==> src/rtl/pinaipple_periph_fabric.sv <==
// pinaipple_periph_fabric: single-host data-bus fabric with address decode, external slot routing and an internal GPIO device.
// Host side: host_req_i/host_gnt_o request handshake, host_addr_i/we/be/wdata request fields,
//   host_rvalid_o/host_rdata_o/host_err_o single-beat response (rdata is zero whenever rvalid is low).
// Device side: dev_req_o/dev_ready_i per-slot valid/ready (0 Ram, 1 Uart, 2 Timer, 3 Fraise, 4 SimCtrl),
//   shared dev_addr_o (slot-relative offset)/dev_we_o/dev_be_o/dev_wdata_o, per-slot dev_rvalid_i/dev_rdata_i.
// GPIO: gp_o driven by the GPO register, gp_i sampled through a two-flop synchronizer.
// Optional BUS_TIMEOUT_EN: external slots that stay silent for 255 WAIT cycles get an error response.
module pinaipple_periph_fabric #(
  parameter int GPIWidth       = 8,
  parameter int GPOWidth       = 8,
  parameter int ADDR_DEV_WIDTH = 20,
  parameter int DATA_WIDTH     = 32
) (
  input  logic                           clk_sys_in,
  input  logic                           rst_sys_in,
  input  logic                           host_req_i,
  output logic                           host_gnt_o,
  input  logic [31:0]                    host_addr_i,
  input  logic                           host_we_i,
  input  logic [3:0]                     host_be_i,
  input  logic [DATA_WIDTH-1:0]          host_wdata_i,
  output logic                           host_rvalid_o,
  output logic [DATA_WIDTH-1:0]          host_rdata_o,
  output logic                           host_err_o,
  output logic [4:0]                     dev_req_o,
  input  logic [4:0]                     dev_ready_i,
  output logic [ADDR_DEV_WIDTH-1:0]      dev_addr_o,
  output logic                           dev_we_o,
  output logic [3:0]                     dev_be_o,
  output logic [DATA_WIDTH-1:0]          dev_wdata_o,
  input  logic [4:0]                     dev_rvalid_i,
  input  logic [4:0][DATA_WIDTH-1:0]     dev_rdata_i,
  input  logic [GPIWidth-1:0]            gp_i,
  output logic [GPOWidth-1:0]            gp_o
);
  typedef enum logic {ST_IDLE, ST_WAIT} state_e;
  // Targets 0..4 are the external slot indices; GPIO and ERR sit above them.
  localparam logic [2:0] T_GPIO = 3'd5;
  localparam logic [2:0] T_ERR  = 3'd6;
  state_e                state_q, state_d;
  logic [2:0]            sel, tgt_q, tgt_d;
  logic [31:0]           base;
  logic                  sel_ext, tgt_ext, resp, timeout, accept, gpio_hit, gpo_wr;
  logic [DATA_WIDTH-1:0] gpio_rd, gpio_rdata_q;
  logic [GPOWidth-1:0]   gpo_q, gpo_d;
  logic [GPIWidth-1:0]   gpi_meta_q, gpi_q;

  always_comb begin
    sel  = T_ERR;
    base = '0;
    if ((host_addr_i & ~32'h0000_03ff) == 32'h0002_0000) begin
      sel  = 3'd4;
      base = 32'h0002_0000;
    end else if ((host_addr_i & ~32'h0000_ffff) == 32'h0010_0000) begin
      sel  = 3'd0;
      base = 32'h0010_0000;
    end else if ((host_addr_i & ~32'h0000_0fff) == 32'h8000_0000) begin
      sel  = T_GPIO;
      base = 32'h8000_0000;
    end else if ((host_addr_i & ~32'h0000_0fff) == 32'h8000_1000) begin
      sel  = 3'd1;
      base = 32'h8000_1000;
    end else if ((host_addr_i & ~32'h0000_0fff) == 32'h8000_2000) begin
      sel  = 3'd2;
      base = 32'h8000_2000;
    end else if ((host_addr_i & ~32'h0000_0fff) == 32'h8000_3000) begin
      sel  = 3'd3;
      base = 32'h8000_3000;
    end
  end

  assign sel_ext = sel < 3'd5;
  assign tgt_ext = tgt_q < 3'd5;
  // resp marks the cycle the outstanding transaction completes; that cycle also accepts a new request.
  assign resp    = (state_q == ST_WAIT) && (tgt_ext ? (dev_rvalid_i[tgt_q] | timeout) : 1'b1);
  // Gating with reset keeps gnt/req low while reset is held, as the state register alone would not.
  assign accept  = rst_sys_in && ((state_q == ST_IDLE) || resp);

  assign host_gnt_o    = accept && host_req_i && (sel_ext ? dev_ready_i[sel] : 1'b1);
  assign dev_req_o     = (accept && host_req_i && sel_ext) ? (5'b00001 << sel) : 5'b00000;
  assign dev_addr_o    = ADDR_DEV_WIDTH'(host_addr_i - base);
  assign dev_we_o      = host_we_i;
  assign dev_be_o      = host_be_i;
  assign dev_wdata_o   = host_wdata_i;
  assign host_rvalid_o = resp;
  assign host_err_o    = resp && ((tgt_q == T_ERR) || timeout);
  assign host_rdata_o  = (!resp || timeout) ? '0 : tgt_ext ? dev_rdata_i[tgt_q] : (tgt_q == T_GPIO) ? gpio_rdata_q : '0;

`ifdef BUS_TIMEOUT_EN
  logic [7:0] cnt_q;
  always_ff @(posedge clk_sys_in or negedge rst_sys_in) begin
    if (!rst_sys_in) cnt_q <= '0;
    else cnt_q <= ((state_q == ST_IDLE) || resp) ? 8'd0 : cnt_q + 8'd1;
  end
  // A response arriving in the very last cycle still wins over the timeout.
  assign timeout = (state_q == ST_WAIT) && tgt_ext && (cnt_q == 8'hff) && !dev_rvalid_i[tgt_q];
`else
  assign timeout = 1'b0;
`endif

  assign state_d = host_gnt_o ? ST_WAIT : resp ? ST_IDLE : state_q;
  assign tgt_d   = host_gnt_o ? sel : tgt_q;

  // GPIO acts at grant: writes land immediately and read data is captured for the following response cycle.
  assign gpio_hit = host_gnt_o && (sel == T_GPIO);
  assign gpo_wr   = gpio_hit && host_we_i && (host_addr_i[11:0] == 12'h000);
  assign gpio_rd  = host_we_i ? '0 : (host_addr_i[11:0] == 12'h000) ? DATA_WIDTH'(gpo_q) : (host_addr_i[11:0] == 12'h004) ? DATA_WIDTH'(gpi_q) : '0;

  for (genvar i = 0; i < GPOWidth; i++) begin : g_gpo
    assign gpo_d[i] = (gpo_wr && host_be_i[i/8]) ? host_wdata_i[i] : gpo_q[i];
  end

  always_ff @(posedge clk_sys_in or negedge rst_sys_in) begin
    if (!rst_sys_in) begin
      state_q      <= ST_IDLE;
      tgt_q        <= T_ERR;
      gpo_q        <= '0;
      gpi_meta_q   <= '0;
      gpi_q        <= '0;
      gpio_rdata_q <= '0;
    end else begin
      state_q      <= state_d;
      tgt_q        <= tgt_d;
      gpo_q        <= gpo_d;
      gpi_meta_q   <= gp_i;
      gpi_q        <= gpi_meta_q;
      gpio_rdata_q <= gpio_hit ? gpio_rd : gpio_rdata_q;
    end
  end

  assign gp_o = gpo_q;
endmodule

==> config.mk <==
export PLATFORM = sky130hd
export DESIGN_NAME = pinaipple_periph_fabric
export DESIGN_NICKNAME = d
export VERILOG_FILES = /design/src/rtl/pinaipple_periph_fabric.sv
export SDC_FILE = /design/constraint.sdc
export NUM_CORES = 1
export LEC_CHECK = 0
export ABC_AREA = 1
export CAP_MARGIN = 20
export CORE_AREA = 2 2 137 139
export CTS_CLUSTER_SIZE = 20
export DETAILED_ROUTE_END_ITERATION = 6
export DIE_AREA = 0 0 139 141
export PLACE_DENSITY = 0.65
export SLEW_MARGIN = 20
export SYNTH_ARGS = -nofsm -noshare
export SYNTH_HDL_FRONTEND = slang
export SYNTH_SLANG_ARGS = --single-unit
==> constraint.sdc <==
create_clock -name clk_sys_in -period 2.99 [get_ports clk_sys_in]
set_clock_uncertainty 0.05 [all_clocks]
set_input_delay 0.598 -clock clk_sys_in [delete_from_list [all_inputs] [get_ports clk_sys_in]]
set_output_delay 0.598 -clock clk_sys_in [all_outputs]
set_load 0.005 [all_outputs]
==> run metrics, run 1 <==
status finished, violations left; failing checks setup timing; fin. max-slew vios 0; post-DR wirelength/cell approximately 15 um; crit share post-route 105.4%; Fillers 1862; Overall Power ~2.2 mW; Die W ~140 um; Core Region ~0.018 mm2; CP max stage cell fa_2; total die area between 0.015 and 0.02 mm2; post-layout minimum cycle time ~3.2 ns; sw frac between 30% and 40%; largest net degree at the start of global routing 38; Num CTS Buffers 5; Vias/cell between 4 and 5; CP most frequent cell buf_4; Seq/Total Area, Yosys between 20% and 30%; Syn. warnings 0; Yosys top cell by area dfrtp_1; IO buf count 300; Synth area leaders dfrtp_1 (22%), nand2_1 (15%), buf_4 (9.7%); clk buf depth 2; CP required around 2.3 ns; Finished Layout Cells 1136; HP Class flop to flop; Hold Violations, Final 0; Starting DRT DRC Count about 200; clock slew seen by the registers of the worst setup and hold paths approximately 0.060 ns; commonest non-fill, non-tap cell in the layout clkdlybuf4s50_1; Routed WL 17410 um; critical path cell sequence buf_6 -> nor2_4 -> nand2_2 -> nor2_2 -> buf_4 -> nand4_1 -> buf_4 -> fa_2 -> or2_4 -> o21ai_2 -> nand2_1 -> xor2_1 -> buf_2; clock group share of total power 23.5%; Rows 50; first-pass GRT wire length ~27000 um; internal power roughly 1.4 mW; kind of critical path input port to output port; H-tree depth 2; Seq. cell area 904.6 um2; pwr/cell area about 280 mW/mm2; drt first pass iters 4; # IOs 355; Post-Syn Area a little under 0.004 mm2; initial antenna violation count 1; max_slew headroom about three fifths; Initial Util approximately a fifth; drt drc 0; Nets roughly 1200; crit path DAT about 2.5 ns; vias in the first global route approximately 5000; delay-heaviest family, CP simple AND/OR/NAND/NOR gates; Multi-input gate area ~0.0025 mm2; Peak Freq approximately 320 MHz; Gate Count Post-Synth 588; Post-synth top flop dfrtp_1; # diodes 0; Inst Count DP around 1100; Critical Path Source Type input port; Sw Pwr approximately 710 uW; peak supply drop roughly 270 uV; CTS tree done; Mean Syn Cell Area approximately 6.6 um2; library cells used by synthesis 40; synthesized flop and latch total 36; Bufs and invs on worst path 4; Worst path max stage delay roughly 0.38 ns; CP Capture Type output port; Post-synth EDFFs 0; post-synthesis net count about 840; Lkg Pwr between 3 and 4 nW; area delta synth->final 98.51%; Detail Placement HPWL between 10000 and 15000 um; Yosys top cell area share around 22%; Final Setup Violations 3; post-route ant nets 0; Max Cap Violations 0; Flop pwr share between 20% and 30%; CTS Sinks 36; chip height around 140 um; layout cells sized above 1 a little under a quarter; gr usage total between 10% and 20%; largest fanout on the critical path 2; ys async rst share 100.0%; Worst-Margin Slew roughly 0.58 ns; flop-to-flop setup slack between 0.9 and 1 ns; commonest cells after routing, fill and taps aside clkdlybuf4s50_1 (231), nand2_1 (148), buf_4 (72); Clock Latency Late Sink 0.28 ns; CTS Hold Buffers Added 0; gr ovfl total 0; Via Count 5136; clock tree root buffer cell clkbuf_16; RSZ-0062 raised after global routing true; RD Place Congestion ~0.85; PnR worst setup slack -0.1605 ns; logic gate share of total power 52.1%; DP Worst Slack -0.9571 ns
## registers in the layout (all words and copies together), names as in the netlist
| register | count |
|---|---|
| gpio_rdata_q | 8 |
| gpi_q | 8 |
| tgt_q | 3 |
| gpi_meta_q | 8 |
| state_q | 1 |
| gp_o | 8 |
## power groups by stage
stage	combinational, mW	sequential, mW	clock (mW)
3_5_place_dp	1.12	0.535	0
4_1_cts	1.10	0.526	0.528
5_1_grt	1.23	0.528	0.547
6_report	1.12	0.526	0.505
2_1_floorplan	0.458	0.523	0
3_3_place_gp	1.12	0.534	0
## cell families after synthesis
family          after synthesis  share of synthesized area [%]
flops                        36                          23.37
buf+inv                     116                          16.87
fa+ha+maj                     4                          1.489
compound gates              142                          23.89
xor+xnor                      6                          1.360
simple gates                284                          33.02
## area by class of cell
cell class	instances	share of cell area (%)
repair buffers	389	47.90
multi-input cells	436	32.94
flip-flops and latches	36	11.79
clock buffers	5	1.631
inverters	33	1.647
clock inverters	3	0.2772
well taps	234	3.816
## metal layers
metal	track usage (%)	part of all wire, %
met5	0	0
met4	2.392	0.79
met3	4.654	8.0
met2	30.54	51
met1	20.16	41
## stage by stage
| step | hold slack (ns) | util [%] | setup TNS (ns) | cell area, um2 |
|---|---|---|---|---|
| 6_report | 0.2963 | 42.00 | -0.2944 | 7672 |
| 5_1_grt | 0.3040 | 42.00 | -0.8311 | 7672 |
| 4_1_cts | 0.2982 | 41.02 | -0.3578 | 7493 |
| 3_5_place_dp | 0.2847 | 39.53 | -21.15 | 7222 |
| 3_3_place_gp | 0.2842 | 39.53 | -20.69 | 7222 |
| 2_1_floorplan | 0.2524 | - | 0 | 3872 |
## timing repair
item                                    CTS  global route
buffers inserted                         18             5
pin swaps                                25            25
resized for setup                       211            42
endpoints found under the setup margin   48            46
## worst paths after layout
path | startpoint | to | depth (start not counted)
min in group asynchronous | rst_sys_in | gpi_meta_q[1]$_DFF_PN0_ | 2
max | host_addr_i[29] | dev_addr_o[18] | 13
max reg2reg | tgt_q[1]$_DFFE_PN1P_ | gpio_rdata_q[6]$_DFFE_PN0P_ | 11
min | gpi_meta_q[4]$_DFF_PN0_ | gpi_q[4]$_DFF_PN0_ | 0
min reg2reg | gpi_meta_q[4]$_DFF_PN0_ | gpi_q[4]$_DFF_PN0_ | 0
max in group asynchronous | rst_sys_in | tgt_q[1]$_DFFE_PN1P_ | 2
## synth_stat cells (3+ instances only)
library cell,instances
nand2_1,152
nor2_1,69
buf_4,50
o21ai_0,40
a21oi_1,38
dfrtp_1,34
a32o_1,26
inv_1,24
a211oi_1,20
nand3_1,18
buf_2,16
clkbuf_1,14
nand4_1,13
o22ai_1,12
inv_2,6
nand2_2,6
nor2_2,5
nand3_2,4
nor2_4,4
nor4_1,4
xor2_1,4
clkinv_1,3
ha_1,3
nor3_1,3
Note: power is estimated with default switching activity, not from simulation.
==> inputs of run 2 (changes only) <==
GPL_ROUTABILITY_DRIVEN = 0   (was not set)
PLACE_DENSITY = not set   (was 0.65)
==> run 2 against run 1 <==
  * Critical path type unchanged
  * First-iteration DRC count rose by 17%
  * Die area stayed put
  * The run still ends with setup timing left
  * Non-clock buffer count grew 7
  * Critical endpoint unchanged
==> run metrics, run 2 (synthesized netlist as in run 1, its figures left out) <==
Overall Power 2.130 mW (was 2.151 mW); crit share post-route 105.0% (was 105.4%); area delta synth->final 97.02% (was 98.51%); CP Capture Type output port (unchanged); post-layout minimum cycle time 3.139 ns (was 3.151 ns); final core utilization 41.68% (was 42.00%); clk buf depth 2 (unchanged); commonest non-fill, non-tap cell in the layout clkdlybuf4s50_1 (unchanged); Inst Count DP 1107 (unchanged); peak supply drop 232.5 uV (was 270.3 uV); Nets 1162 (was 1155); RSZ-0062 raised after global routing true (unchanged); Via Count 5220 (was 5136); Max Cap Violations 0 (unchanged); CP required 2.34 ns (about the same); PnR worst setup slack -0.1487 ns (was -0.1605 ns); Vias/cell 4.567 (was 4.521); vias in the first global route 5193 (was 5151); IO buf count 300 (unchanged); DP Worst Slack -0.9785 ns (was -0.9571 ns); drt drc 0 (unchanged); Hold Violations, Final 0 (unchanged); Hold Slack 0.2965 ns (was 0.2963 ns); crit path DAT 2.49 ns (was 2.50 ns); max_slew headroom 63.55% (was 61.11%); Peak Freq 318.6 MHz (was 317.4 MHz); status finished, violations left (unchanged); clock tree root buffer cell clkbuf_16 (unchanged); Die W 139 um (unchanged); CTS Sinks 36 (unchanged); design area 0.007615 mm2 (was 0.007672 mm2); Clock Latency Late Sink 0.28 ns (about the same); clock slew seen by the registers of the worst setup and hold paths 0.06 ns (about the same); Final Setup Violations 3 (unchanged); Setup TNS -0.2121 ns (was -0.2944 ns); total die area 0.01960 mm2 (unchanged); Num CTS Buffers 5 (unchanged); first-pass GRT wire length 27630 um (was 26820 um); gr usage total 17.37% (was 16.77%); Starting DRT DRC Count 232 (was 198); H-tree depth 2 (unchanged); Initial Util 21.16% (unchanged); Critical Path Source Type input port (unchanged); pwr/cell area 279.8 mW/mm2 (was 280.3 mW/mm2); Detail Placement HPWL 14310 um (was 13890 um); post-DR wirelength/cell 15.68 um (was 15.33 um); CTS tree done (unchanged); drt first pass iters 4 (unchanged); post-route ant nets 0 (unchanged); Lkg Pwr 3.372 nW (was 3.374 nW); initial antenna violation count 0 (was 1); Finished Layout Cells 1143 (was 1136); largest net degree at the start of global routing 49 (was 38); Rows 50 (unchanged); Core Region 0.01827 mm2 (unchanged); kind of critical path input port to output port (unchanged); Worst-Margin Slew 0.5447 ns (was 0.5813 ns); fin. max-slew vios 0 (unchanged); HP Class flop to flop (unchanged); Fillers 1898 (was 1862); layout cells sized above 1 23.87% (was 23.50%); failing checks setup timing (unchanged); gr ovfl total 0 (unchanged); commonest cells after routing, fill and taps aside clkdlybuf4s50_1 (232), nand2_1 (148), buf_4 (87) (was clkdlybuf4s50_1 (231), nand2_1 (148), buf_4 (72)); # IOs 355 (unchanged); # diodes 0 (unchanged); Routed WL 17930 um (was 17410 um); placed inst area 0.007209 mm2 (was 0.007222 mm2); largest fanout on the critical path 2 (unchanged); chip height 141 um (unchanged)
==> run 2: cell types whose count changed in the layout (fill, tap and decap cells not counted), sizes merged <==
cell and delta:
buf -2, clkbuf +13, clkdlybuf4s15 -6, clkdlybuf4s50 +1, dlygate4sd2 +3, dlymetal6s2s -2
==> run 2: final cells by class <==
| type | count | area, um2 | share of cell area, % |
|---|---|---|---|
| multi-input cells | 436 | 2529 | 33.21 |
| flip-flops and latches | 36 | 904.6 | 11.88 |
| well taps | 234 | 292.8 | 3.845 |
| clock inverters | 3 | 21.27 | 0.2793 |
| repair buffers | 396 | 3616 | 47.49 |
| clock buffers | 5 | 125.1 | 1.643 |
| inverters | 33 | 126.4 | 1.660 |
==> run 2: where the power goes <==
group	internal [mW]	total [mW]	switching, mW
combinational	0.591	1.08	0.493
sequential	0.511	0.536	0.0251
clock	0.310	0.511	0.201
total	1.41	2.13	0.719
==> run 2: metal layers <==
metal | share of wire, % | wire length, um | vias to the layer above | GRT usage, %
li1 | - | - | 2615 | -
met1 | 41 | 7273 | 2364 | 20.59
met2 | 50 | 8955 | 229 | 32.30
met3 | 8.4 | 1497 | 12 | 4.314
met4 | 1.1 | 200 | 0 | 2.605
met5 | 0 | 0 | - | 0
==> run 2: path summary, 6_finish.rpt <==
| check | cells past startpoint | end | slack (ns) | startpoint |
|---|---|---|---|---|
| max | 14 | dev_addr_o[18] | -0.15 | host_addr_i[23] |
| min | 0 | gpi_q[6]$_DFF_PN0_ | 0.30 | gpi_meta_q[6]$_DFF_PN0_ |
| max reg2reg | 11 | gp_o[0]$_DFFE_PN0P_ | 0.82 | tgt_q[1]$_DFFE_PN1P_ |
| min reg2reg | 0 | gpi_q[6]$_DFF_PN0_ | 0.30 | gpi_meta_q[6]$_DFF_PN0_ |
| max in group asynchronous | 2 | tgt_q[0]$_DFFE_PN0P_ | 2.21 | rst_sys_in |
| min in group asynchronous | 2 | gpi_q[3]$_DFF_PN0_ | 0.32 | rst_sys_in |
==> run 2: timing repair <==
action                                  CTS  global route
gates resized for setup                 159            67
endpoints found under the setup margin   47            31
pin swaps                                27            16
cloned                                    0             0
hold buffers                              0             0
setup buffers                            25             5
==> run 2: critical path, stage by stage <==
cell and delay, ns:
buf_6 0.10, nor2_4 0.12, nand3_4 0.09, nor2_4 0.12, nand4_1 0.11, inv_1 0.10, ha_2 0.17, inv_2 0.04
fa_2 0.34, or2_4 0.24, o21ai_1 0.12, nand2_1 0.07, xor2_1 0.13, buf_2 0.13
==> inputs of run 3 (changes only) <==
GPL_ROUTABILITY_DRIVEN = 1   (was 0)
==> results of run 3 <==
Final layout, timing and power as in run 2 (identical DEF).
==> RTL change 1, RTL diff (config.mk and constraints of run 3) <==
Set the parameter `ADDR_DEV_WIDTH` to 10 (it was 20).
--- a/src/rtl/pinaipple_periph_fabric.sv
+++ b/src/rtl/pinaipple_periph_fabric.sv
@@ -10,3 +10,3 @@
   parameter int GPOWidth       = 8,
-  parameter int ADDR_DEV_WIDTH = 20,
+  parameter int ADDR_DEV_WIDTH = 10,
   parameter int DATA_WIDTH     = 32
Interface: changed (resized dev_addr_o); port bits go from 355 to 345. The function was not compared with the original's and may differ.
==> RTL change 1 against run 3 <==
Register-to-register slack lost 0.17 ns; sequential cell count unchanged; total power rose by 0.88%; non-clock buffer count shrank 42; sequential share of layout area rose by 0.46 points; worst setup slack gained 0.15 ns; die area unchanged; cell count shrank 3.1%; wire length is 1.4% lower; cell area shrank 3.7%; synthesized area shrank 1.9%; via count fell by 4.3%.
==> RTL change 1: results <==
# TYPE chip_impl_metric gauge
chip_impl_info{name="run_status",value="complete, no violations"} 1
chip_impl_metric{name="cp.arrival",unit="ns"} 2.34
chip_impl_metric{name="max_slew.worst_pin.slew",unit="ns"} 0.5072
chip_impl_info{name="timing.hold.worst.class",value="reg2reg"} 1
chip_impl_metric{name="power_leakage",unit="uW"} 0.003144
chip_impl_metric{name="grt_first_pass_wirelength",unit="microns"} 27200
chip_impl_metric{name="cts_inserted_buffers",unit=""} 5
chip_impl_metric{name="drt_pass1_iterations",unit=""} 5
chip_impl_metric{name="pre_cts_ws",unit="ns"} -0.2711
chip_impl_metric{name="core",unit="sq um"} 18270
chip_impl_metric{name="worst_setup_hold_path_clk_slew",unit="ns"} 0.05
chip_impl_info{name="synth.area.top_cells",value="dfrtp_1 (22%), nand2_1 (11%), o21ai_0 (11%)"} 1
chip_impl_metric{name="number_of_unique_standard_cell_types_used_by_synthesis",unit=""} 39
chip_impl_metric{name="pin_count_of_the_biggest_net_entering_global_routing",unit=""} 41
chip_impl_metric{name="cp_max_fanout",unit=""} 14
chip_impl_metric{name="yosysSeqAreaShare",unit=""} 0.2384
chip_impl_info{name="cts.root.buffer_cell",value="clkbuf_16"} 1
chip_impl_metric{name="cts_max_path_buffers",unit=""} 2
chip_impl_metric{name="detailed_place.area",unit="sq um"} 6917
chip_impl_metric{name="post_drt_wl_per_cell",unit="microns"} 15.95
chip_impl_metric{name="synthesized_netlist_net_count",unit=""} 841
chip_impl_metric{name="insertion_delay",unit="ns"} 0.27
chip_impl_metric{name="gp_congestion",unit=""} 0.8413
chip_impl_metric{name="cts_htree_levels",unit=""} 2
chip_impl_metric{name="number_of_port_buffers",unit=""} 290
chip_impl_metric{name="antenna_violations_before_repair",unit=""} 2
chip_impl_metric{name="route.detailed.vias_per_inst",unit=""} 4.511
chip_impl_metric{name="share_of_layout_cells_above_drive_strength_1",unit=""} 0.1764
chip_impl_metric{name="asyncSetResetFlopFracSynth",unit=""} 1.000
chip_impl_info{name="synth_common_cells",value="nand2_1 (108), nor2_1 (106), o21ai_0 (81)"} 1
chip_impl_metric{name="num-fill-cells",unit=""} 1946
chip_impl_metric{name="vdd_ir_drop_max",unit="V"} 0.0002426
chip_impl_metric{name="globalRouteTotalUtil",unit=""} 0.1711
chip_impl_metric{name="grt_pass1_vias",unit=""} 4953
chip_impl_metric{name="dpl.hpwl",unit="microns"} 13980
chip_impl_metric{name="finalNetCount",unit=""} 1122
chip_impl_metric{name="final_setup_violations",unit=""} 0
chip_impl_metric{name="synth.yosys.warnings",unit=""} 0
chip_impl_metric{name="initial_drc_count",unit=""} 172
==> RTL change 1: changes by cell type after synthesis, moves of 6 or more <==
cell      delta
a21oi_2     +10
nor2_1      +37
clkbuf_1     +6
nand2_1     -44
a21oi_1     -26
a32o_1      -26
o22ai_1     +12
a22oi_1     +14
buf_2       -12
o21ai_0     +41
a211oi_1    -19
inv_1       +14
==> RTL change 1: layout make-up <==
cell class,instances,area [sq um],area share
Timing Repair Buffer,354,3436,0.4685
Multi-Input combinational cell,432,2370,0.3232
Sequential cell,36,904.6,0.1234
Tap cell,234,292.8,0.03992
Inverter,43,175.2,0.02389
Clock buffer,6,138.9,0.01894
Clock inverter,2,13.76,0.001877
Antenna cell,1,2.502,0.0003412
==> RTL change 1: through the flow <==
stage	power, uW	std cells	utilization
6_report	2149	1108	0.4014
5_1_grt	2291	1108	0.4014
4_1_cts	2134	1100	0.3926
3_5_place_dp	1586	1083	0.3786
3_3_place_gp	1586	1083	0.3786
2_1_floorplan	969.5	591	-
==> RTL change 1: layer usage <==
layer | part of all wire | track usage | vias up | wire length, microns
li1 | - | - | 2510 | -
met1 | 0.43 | 0.2149 | 2246 | 7585
met2 | 0.48 | 0.3000 | 231 | 8559
met3 | 0.081 | 0.04857 | 9 | 1436
met4 | 0.0044 | 0.02286 | 2 | 77
met5 | 0.00074 | 0 | - | 13
==> RTL change 1: repair_timing <==
| item | CTS | global route |
|---|---|---|
| cloned | 0 | 1 |
| endpoints found under the setup margin | 39 | 28 |
| setup buffers | 9 | 6 |
| resized for setup | 63 | 46 |
| pin swaps | 13 | 15 |
==> RTL change 1: where the power goes <==
| part | switching [uW] | internal [uW] |
|---|---|---|
| registers | 10.8 | 509 |
| clock network | 189 | 332 |
| logic | 511 | 598 |
| total | 710 | 1440 |
==> RTL change 1: path summary, 6_finish.rpt <==
check,to,slack (ns),start,depth (start not counted)
min reg2reg,gpi_q[4],0.30,gpi_meta_q[4],0
max,host_rdata_o[6],0.003,tgt_q[1],8
min in group asynchronous,gpi_meta_q[7],0.32,rst_sys_in,2
min,gpi_q[4],0.30,gpi_meta_q[4],0
max in group asynchronous,tgt_q[2],2.21,rst_sys_in,2
max reg2reg,gp_o[4],0.65,tgt_q[1],11
==> RTL change 1: worst max-delay path, stage by stage, from the launching register on <==
cell	delay [ns]
dfstp_2	0.57
clkinvlp_4	0.20
buf_6	0.17
nand3b_1	0.16
a21boi_4	0.09
nor2_4	0.14
inv_6	0.10
nor2_2	0.12
clkdlybuf4s50_1	0.50
==> RTL change 1: kinds of logic after synthesis <==
group	count (synthesis)	synth area share
and+or+nand+nor	275	0.3311
AOI/OAI and AO/OA	156	0.2493
DFF	36	0.2384
buffers and inverters	124	0.1812
==> RTL change 2, RTL diff (flow settings as in run 3) <==
Without the edit above. Take the reset off `gpio_rdata_q` and load it in a clocked block of its own.
--- a/src/rtl/pinaipple_periph_fabric.sv
+++ b/src/rtl/pinaipple_periph_fabric.sv
@@ -119,3 +119,2 @@
       gpi_q        <= '0;
-      gpio_rdata_q <= '0;
     end else begin
@@ -126,4 +125,7 @@
       gpi_q        <= gpi_meta_q;
-      gpio_rdata_q <= gpio_hit ? gpio_rd : gpio_rdata_q;
     end
+  end
+
+  always_ff @(posedge clk_sys_in) begin
+    gpio_rdata_q <= gpio_hit ? gpio_rd : gpio_rdata_q;
   end
Check against the original RTL: same outputs for any inputs over 4 cycles, from zero or initial values and one cycle with rst_sys_in low; that may be too few to reach the edited logic, so the function may still have changed.
==> RTL change 2 against run 3 <==
The run still ends with negative setup slack left; worst setup slack got worse by 0.020 ns; synthesized area increased by 2.2%; sequential cell count unchanged; hold slack about the same; total power increased by 3.1%; maximum frequency decreased by 0.63%; combinational power increased by 6%; synthesized cell count increased by 3.6%; via count increased by 2.7%; core utilization increased by 1.6 points; cell area increased by 3.7%; wire length decreased by 2.0%; largest power group unchanged.
==> RTL change 2: results <==
# TYPE chip_impl_metric gauge
chip_impl_info{name="run_status",value="finished with violations"} 1
chip_impl_info{name="failed_checks",value="negative setup slack"} 1
chip_impl_metric{name="met3_length",unit="microns"} 1290
chip_impl_metric{name="number_of_enable_flip_flop_cells_after_synthesis",unit=""} 8
chip_impl_metric{name="post-route-worst-setup-slack",unit="ns"} -0.1684
chip_impl_metric{name="clockNetworkPower",unit="uW"} 518
chip_impl_metric{name="synth_xor_area_frac",unit=""} 0.01331
chip_impl_metric{name="final_setup_violations",unit=""} 5
chip_impl_metric{name="seq_power_share",unit=""} 0.243
chip_impl_metric{name="route.detailed.vias_per_inst",unit=""} 4.544
chip_impl_info{name="top_layer",value="met5"} 1
chip_impl_metric{name="post-cts-setup-buffers",unit=""} 36
chip_impl_info{name="worstReg2RegStart",value="tgt_q[0]"} 1
chip_impl_metric{name="synthesized_instance_count",unit=""} 609
chip_impl_metric{name="pin_count_of_the_biggest_net_entering_global_routing",unit=""} 65
chip_impl_metric{name="met1_usage",unit=""} 0.2109
chip_impl_metric{name="grt_first_pass_wirelength",unit="microns"} 27190
chip_impl_metric{name="cts.repair.resized",unit=""} 175
chip_impl_metric{name="vdd_ir_drop_max",unit="V"} 0.0002715
chip_impl_metric{name="internal-power",unit="uW"} 1471
chip_impl_metric{name="max_slew.worst_pin.slew",unit="ns"} 0.5247
chip_impl_metric{name="dpl.hpwl",unit="microns"} 13570
chip_impl_metric{name="cp.arrival",unit="ns"} 2.51
chip_impl_metric{name="power_leakage",unit="uW"} 0.003526
chip_impl_metric{name="detailroute.wirelength.met2",unit="microns"} 8624
chip_impl_metric{name="synth_compound_gate_area_share",unit=""} 0.2443
==> RTL change 2: cell types whose count changed in the layout (fill, tap and decap cells not counted), sizes merged, moves of 12 or more <==
cell / run 3 / this run
a21oi: 38 / 59
a31oi: 0 / 16
a32o: 26 / 14
buf: 120 / 142
clkbuf: 18 / 30
dlygate4sd2: 26 / 9
inv: 31 / 48
nand3: 23 / 37
o21ai: 43 / 26
o22ai: 12 / 0
==> RTL change 2: worst max path at each step <==
stage,end,slack [ns],cells past startpoint
after CTS,dev_addr_o[18],-0.14,14
after floorplan,dev_addr_o[18],0.009,12
after detailed placement,dev_addr_o[18],-1.01,14
after global placement,dev_addr_o[18],-0.96,14
final,dev_addr_o[18],-0.17,14
after global routing,dev_addr_o[18],-0.25,14
==> RTL change 2: final cells by class <==
type,count,area (sq um)
multi-input cells,443,2614
flip-flops and latches,36,944.7
inverters,47,181.4
repair buffers,412,3714
well taps,234,292.8
clock buffers,6,138.9
clock inverters,2,13.76
fillers,1890,10370
